[src/rtl/nn1_pkg.sv]
// -----------------------------------------------------------------------------
// nn1_pkg
// Shared constants and the scheduler state encoding for the nn1 network.
// No ports.
// -----------------------------------------------------------------------------
package nn1_pkg;

  localparam int NN1_OUTPUT_NEURONS = 10;   // output-layer neurons per inference
  localparam int NN1_OUTPUT_BIT     = 8;    // width of the shared neuron result
  localparam int NN1_HIDDEN_LAYER   = 100;  // hidden-layer neurons feeding layer 2

  typedef enum logic [2:0] {
    ST_IDLE    = 3'd0,
    ST_CLEAR   = 3'd1,
    ST_ISSUE   = 3'd2,
    ST_WAIT    = 3'd3,
    ST_CAPTURE = 3'd4,
    ST_DONE    = 3'd5
  } state_t;

endpackage

[src/rtl/nn1_argmax_tracker.sv]
// -----------------------------------------------------------------------------
// nn1_argmax_tracker
// Running argmax over the output-layer scores.
// Ports:
//   clk3            in   clock
//   reset1          in   asynchronous active-high reset
//   load_first      in   load idx/score unconditionally
//   load_cmp        in   load idx/score only if score > max_score (unsigned)
//   idx             in   [3:0] index that goes with score
//   score           in   [OUTPUT_BIT-1:0] candidate score
//   predicted_class out  [3:0] index of the best score so far
//   max_score       out  [OUTPUT_BIT-1:0] best score so far
// -----------------------------------------------------------------------------
module nn1_argmax_tracker
  import nn1_pkg::*;
#(
  parameter int OUTPUT_BIT = NN1_OUTPUT_BIT
) (
  input  logic                  clk3,
  input  logic                  reset1,
  input  logic                  load_first,
  input  logic                  load_cmp,
  input  logic [3:0]            idx,
  input  logic [OUTPUT_BIT-1:0] score,
  output logic [3:0]            predicted_class,
  output logic [OUTPUT_BIT-1:0] max_score
);

  // Strict compare: equal scores keep the earlier (lower) index.
  logic w_better;
  assign w_better = score > max_score;

  always_ff @(posedge clk3 or posedge reset1) begin
    if (reset1) begin
      predicted_class <= '0;
      max_score       <= '0;
    end else if (load_first || (load_cmp && w_better)) begin
      predicted_class <= idx;
      max_score       <= score;
    end
  end

endmodule

[src/rtl/nn1_layer2_scheduler.sv]
// -----------------------------------------------------------------------------
// nn1_layer2_scheduler
// Sequences the shared neuron over every output-layer row and reports argmax.
// Ports:
//   clk3            in   clock, rising edge
//   reset1          in   asynchronous active-high reset
//   start           in   request one inference (sampled in IDLE only)
//   neuron_out      in   [OUTPUT_BIT-1:0] ReLU result from the shared neuron
//   weight_addr     out  [3:0] weight/bias ROM row = current neuron index
//   neuron_clr      out  accumulator clear (CLEAR state)
//   neuron_en       out  compute strobe (ISSUE state)
//   busy            out  high in every state except IDLE
//   done            out  one-cycle pulse when the result is final
//   predicted_class out  [3:0] argmax index
//   max_score       out  [OUTPUT_BIT-1:0] score at the argmax
//
// state   | meaning
// --------+-----------------------------------------------------------
// IDLE    | waiting for start
// CLEAR   | clear neuron accumulator for row r_idx
// ISSUE   | one-cycle compute strobe
// WAIT    | NEURON_LAT cycles for neuron_out to settle
// CAPTURE | fold neuron_out into the argmax, advance or finish
// DONE    | done pulse, back to IDLE
// -----------------------------------------------------------------------------
module nn1_layer2_scheduler
  import nn1_pkg::*;
#(
  parameter int OUTPUT_NEURONS = NN1_OUTPUT_NEURONS,
  parameter int OUTPUT_BIT     = NN1_OUTPUT_BIT,
  parameter int NEURON_LAT     = 1
) (
  input  logic                  clk3,
  input  logic                  reset1,
  input  logic                  start,
  input  logic [OUTPUT_BIT-1:0] neuron_out,
  output logic [3:0]            weight_addr,
  output logic                  neuron_clr,
  output logic                  neuron_en,
  output logic                  busy,
  output logic                  done,
  output logic [3:0]            predicted_class,
  output logic [OUTPUT_BIT-1:0] max_score
);

  localparam int         WW       = (NEURON_LAT > 1) ? $clog2(NEURON_LAT) : 1;
  localparam logic [3:0] LAST_IDX = 4'(OUTPUT_NEURONS - 1);

  state_t          r_state;
  logic [3:0]      r_idx;
  logic [WW-1:0]   r_wait_cnt;
  logic            r_clr;
  logic            r_en;
  logic            r_busy;
  logic            r_done;

  logic                  w_accept;
  logic                  w_capture;
  logic                  w_load_first;
  logic                  w_load_cmp;
  logic [3:0]            w_trk_idx;
  logic [OUTPUT_BIT-1:0] w_trk_score;

  assign w_accept  = (r_state == ST_IDLE) && start;
  assign w_capture = (r_state == ST_CAPTURE);

  // An accepted start reuses the unconditional load path with a zero score
  // and index 0, which clears the previous result without a separate port.
  assign w_load_first = w_accept || (w_capture && (r_idx == 4'd0));
  assign w_load_cmp   = w_capture && (r_idx != 4'd0);
  assign w_trk_idx    = w_accept ? 4'd0 : r_idx;
  assign w_trk_score  = w_accept ? '0 : neuron_out;

  always_ff @(posedge clk3 or posedge reset1) begin
    if (reset1) begin
      r_state    <= ST_IDLE;
      r_idx      <= 4'd0;
      r_wait_cnt <= '0;
      r_clr      <= 1'b0;
      r_en       <= 1'b0;
      r_busy     <= 1'b0;
      r_done     <= 1'b0;
    end else begin
      r_clr  <= 1'b0;
      r_en   <= 1'b0;
      r_done <= 1'b0;
      case (r_state)
        ST_IDLE: begin
          if (start) begin
            r_state <= ST_CLEAR;
            r_idx   <= 4'd0;
            r_clr   <= 1'b1;
            r_busy  <= 1'b1;
          end
        end
        ST_CLEAR: begin
          r_state <= ST_ISSUE;
          r_en    <= 1'b1;
        end
        ST_ISSUE: begin
          r_state    <= ST_WAIT;
          r_wait_cnt <= WW'(NEURON_LAT - 1);
        end
        ST_WAIT: begin
          if (r_wait_cnt == '0) begin
            r_state <= ST_CAPTURE;
          end else begin
            r_wait_cnt <= r_wait_cnt - 1'b1;
          end
        end
        ST_CAPTURE: begin
          if (r_idx < LAST_IDX) begin
            r_state <= ST_CLEAR;
            r_idx   <= r_idx + 4'd1;
            r_clr   <= 1'b1;
          end else begin
            r_state <= ST_DONE;
            r_done  <= 1'b1;
          end
        end
        ST_DONE: begin
          r_state <= ST_IDLE;
          r_busy  <= 1'b0;
        end
        default: begin
          r_state <= ST_IDLE;
          r_busy  <= 1'b0;
        end
      endcase
    end
  end

  nn1_argmax_tracker #(
    .OUTPUT_BIT (OUTPUT_BIT)
  ) u_argmax (
    .clk3            (clk3),
    .reset1          (reset1),
    .load_first      (w_load_first),
    .load_cmp        (w_load_cmp),
    .idx             (w_trk_idx),
    .score           (w_trk_score),
    .predicted_class (predicted_class),
    .max_score       (max_score)
  );

  assign weight_addr = r_idx;
  assign neuron_clr  = r_clr;
  assign neuron_en   = r_en;
  assign busy        = r_busy;
  assign done        = r_done;

endmodule

[config.mk]
export PLATFORM = sky130hd
export DESIGN_NAME = nn1_layer2_scheduler
export DESIGN_NICKNAME = d
export VERILOG_FILES = /design/src/rtl/nn1_pkg.sv /design/src/rtl/nn1_argmax_tracker.sv /design/src/rtl/nn1_layer2_scheduler.sv
export SDC_FILE = /design/constraint.sdc
export NUM_CORES = 1
export LEC_CHECK = 0
export ABC_AREA = 1
export CAP_MARGIN = 20
export CORE_MARGIN = 10
export CORE_UTILIZATION = 41
export DETAILED_ROUTE_END_ITERATION = 7
export GPL_ROUTABILITY_DRIVEN = 0
export PLACE_DENSITY_LB_ADDON = 0.3
export REMOVE_ABC_BUFFERS = 1
export SLEW_MARGIN = 20
export SYNTH_ARGS = -nofsm -noshare
export SYNTH_HDL_FRONTEND = slang
export SYNTH_SLANG_ARGS = --single-unit
[constraint.sdc]
create_clock -name clk3 -period 2.2 [get_ports clk3]
set_input_delay 0.44 -clock clk3 [delete_from_list [all_inputs] [get_ports clk3]]
set_output_delay 0.44 -clock clk3 [all_outputs]
set_load 0.05 [all_outputs]
==> out/summary.md <==
- 0 — number of design rule violations left after detail routing
- sky130_fd_sc_hd__nand2_1 — Most Frequent Cell on Critical Path
- 0.979 nW — leakage
- 0 — Hold Buf Count CTS
- 293 — Filler cells
- 0 — number of synthesis warnings
- 76.6 um — height of the chip
- 43.4% — Area Overhead vs Synth
- 0 ns — Post-Route Setup TNS
- 76.6 um — horizontal die dimension
- 2.35 ns — Data arrival, critical path
- 2.14 ns — Final Critical Period
- simple AND/OR/NAND/NOR gates — top cell family by delay on the critical path
- 23 — Seq cells post-synth
- 31 — ports placed on the boundary
- 0.468 GHz — achievable frequency
- 9 — Crit Path Max Fanout
- 255 — number of cells in the finished layout apart from fillers
- 0.000601 V — maximum vdd drop
- 0 — Max Slew Vio Count
- 2.41 ns — required time at the worst-slack endpoint
- yes — clock tree from TritonCTS
- 97.2% — share of the clock period used by the worst path
- 245 — number of placed cells counting well taps
- sky130_fd_sc_hd__nand2_1 — commonest non-fill, non-tap cell in the layout
- 164 — gate count of the mapped netlist
- sky130_fd_sc_hd__dfrtp_2 — library cell contributing the largest single delay on the critical path
- 0.44 ns — Max stage delay on crit path
- 1.27 mW — design internal power
- 0.0108 ns — Worst Clk Skew
- nor2_4, nand2_2, nor2_4, inv_4, nand2_1, inv_2, ha_4, nand2_1, nor2_2, nand2_1, nand2_2, nand3_4, buf_4, nand3_1, nand2_1 — critical path cell sequence
- 0 — total inserted antenna cells
- 1 — Max H-tree Level
- flip-flop — crit path capture type
- 1330 nW/um2 — Pwr Density
- flip-flop to flip-flop — worst setup path class
- -0.262 ns — Placement Setup Slack
- 23 — number of sinks handled by clock tree synthesis
- 3 — Inserted Clock Buffers
- sky130_fd_sc_hd__nand2_1, sky130_fd_sc_hd__clkdlybuf4s50_1, sky130_fd_sc_hd__inv_1 — top library cells by usage in the layout, fill and taps aside
- 0.13 ns — Worst-path clk slew
- 1188 — vias after detailed routing
- flip-flop — Critical Path Source Type
- sky130_fd_sc_hd__dfrtp_1 — leading area contributor after synthesis
- 233 — net count of the finished layout
- 67 — count of routing violations after the opening detailed-route iteration
- 1310 um2 — post-synth design cell area
- 0.0614 ns — worst path setup slack after routing
- 43.9% — register area share after synthesis
- sky130_fd_sc_hd__dfrtp_1, sky130_fd_sc_hd__nand2_1, sky130_fd_sc_hd__ha_1, sky130_fd_sc_hd__inv_1, sky130_fd_sc_hd__nand3_1 — main area contributors after synthesis
- 66.0% — tightest slew margin relative to the limit
- 7.8% — Clk network pwr share
- yes — setup repair after global routing missed its margin
- 8.00 um2 — mean cell area of the mapped netlist
- 0 — number of hold violations in the final report
- 65.2% — combinational cell fraction of total power
- 26.9% — part of the total power dissipated in sequential elements
- 0 — GRT overflow
- 2.34 mm — half-perimeter wire length after detailed placement
- 3.19 mm — Routed Wire Length
- 0 — total of max-cap violations
- 23.2% — proportion of layout cells with a drive suffix above 1
- 5.22 mm — first-pass GRT wire length
- finished, final reports clean — run status
- 30 — count of buffers from port buffering
- 3050 um2 — Core Footprint
- 0 — initial antenna violation count
- 21 — number of different library cells in the post-synthesis netlist
- 24 — pin count of the biggest net entering global routing
- sky130_fd_sc_hd__clkbuf_4 — root buffer cell
- 4 — number of iterations in the first detailed-routing pass
- 49.5% — switching share of total power
- 5860 um2 — die footprint
- 0.31 ns — worst skew pair latency
- primary input to asynchronous set/reset pin — type of the tightest min-delay check
- 3 — Buffers & Inverters on Critical Path
- 0 — Final setup violation count
- 0.508 ns — worst-margin pin slew
- 0 — remaining number of nets flagged by the antenna check after routing
- 10.4% — gr usage total
- 43.0% — starting density of the core
- 20 — number of core rows
- 4.66 — vias per cell
- 2 — clock tree buffer depth
- 43.9% — area share of the leading cell type in the synthesized netlist
- 1.24 mW — net load switching power
- 12.5 um — routed len/inst
- 1173 — number of global-route vias before repair
final timing paths:
kind / cells past startpoint / end / slack (ns) / from
worst max-delay path: 15 / u_argmax.max_score[7] / 0.06 / r_state[0]
worst min-delay path: 3 / u_argmax.max_score[2] / 0.46 / reset1
worst max register to register: 15 / u_argmax.max_score[7] / 0.06 / r_state[0]
worst min register to register: 2 / u_argmax.predicted_class[0] / 0.54 / u_argmax.predicted_class[0]
max in group asynchronous: 3 / r_state[0] / 1.48 / reset1
min in group clk3: 2 / u_argmax.predicted_class[0] / 0.54 / u_argmax.predicted_class[0]
power groups by stage:
stage,registers [mW],clock network [mW],logic [mW]
after floorplan,1.07,0,0.565
after global placement,0.683,0,1.40
after detailed placement,0.690,0,1.43
after CTS,0.681,0.209,1.44
after global routing,0.695,0.223,1.77
final,0.675,0.196,1.64
area by class of cell:
type,instances,area (um2),share of cell area [%]
Clock buffer,4,26.3,1.40
Tap cell,44,55.1,2.93
Timing Repair Buffer,46,424,22.6
Sequential cell,23,577,30.7
Multi-Input combinational cell,106,676,35.9
Inverter,32,123,6.52
worst register-to-register path, stage by stage, from the launching register on:
cell and delay [ns]:
sky130_fd_sc_hd__dfrtp_2 0.44, sky130_fd_sc_hd__nor2_4 0.14, sky130_fd_sc_hd__nand2_2 0.08, sky130_fd_sc_hd__nor2_4 0.14
sky130_fd_sc_hd__inv_4 0.07, sky130_fd_sc_hd__nand2_1 0.08, sky130_fd_sc_hd__inv_2 0.05, sky130_fd_sc_hd__ha_4 0.27
sky130_fd_sc_hd__nand2_1 0.06, sky130_fd_sc_hd__nor2_2 0.13, sky130_fd_sc_hd__nand2_1 0.09, sky130_fd_sc_hd__nand2_2 0.08
sky130_fd_sc_hd__nand3_4 0.11, sky130_fd_sc_hd__buf_4 0.19, sky130_fd_sc_hd__nand3_1 0.06, sky130_fd_sc_hd__nand2_1 0.06
Yosys cell counts:
library cell	count
sky130_fd_sc_hd__nand3_2	1
sky130_fd_sc_hd__ha_1	10
sky130_fd_sc_hd__o21a_1	1
sky130_fd_sc_hd__a31o_2	1
sky130_fd_sc_hd__a21o_1	1
sky130_fd_sc_hd__nor2_1	6
sky130_fd_sc_hd__nor3_2	1
sky130_fd_sc_hd__nand2_1	50
sky130_fd_sc_hd__inv_2	2
sky130_fd_sc_hd__buf_6	2
sky130_fd_sc_hd__nand3_1	15
sky130_fd_sc_hd__nand4_1	1
sky130_fd_sc_hd__a21oi_4	1
sky130_fd_sc_hd__nand2_2	2
sky130_fd_sc_hd__nor2_4	2
sky130_fd_sc_hd__dfrtp_1	23
sky130_fd_sc_hd__a21oi_1	5
sky130_fd_sc_hd__nor4_1	1
sky130_fd_sc_hd__o21ai_0	7
sky130_fd_sc_hd__inv_1	30
sky130_fd_sc_hd__buf_4	2
what timing repair did:
item / CTS / global route
resized for setup: 0 / 25
setup buffers: 0 / 4
endpoints found under the setup margin: 0 / 12
routing by layer:
layer / part of all wire (%) / wire length [um] / up-vias / GRT usage, %
met5: 0 / 0 / - / 0
met4: 0.44 / 14 / 0 / 4.28
li1: - / - / 605 / -
met1: 45 / 1430 / 560 / 11.9
met3: 5.7 / 181 / 2 / 3.54
met2: 49 / 1560 / 21 / 17.3
flip-flops by register name, summed over array words and instances (netlist names):
name / cells
done: 1
busy: 1
neuron_clr: 1
u_argmax.max_score: 8
weight_addr: 4
neuron_en: 1
r_state: 3
u_argmax.predicted_class: 4
kinds of logic after synthesis:
kind of cell	share of synthesized area [%]
compound gates	7.63
flops	43.9
simple gates	26.9
buf+inv	12.0
fa+ha+maj	9.54
per-stage QoR:
stage               util, %  instance area [um2]  total power [mW]  hold slack [ns]
finish                 61.6                 1880              2.51            0.459
global route           61.6                 1880              2.69            0.470
CTS                    56.9                 1740              2.33            0.451
detailed placement     56.1                 1710              2.12            0.508
global placement       56.1                 1710              2.08            0.501
floorplan                 -                 1270              1.63            0.442
No activity file was read; power rests on OpenSTA's default activity.
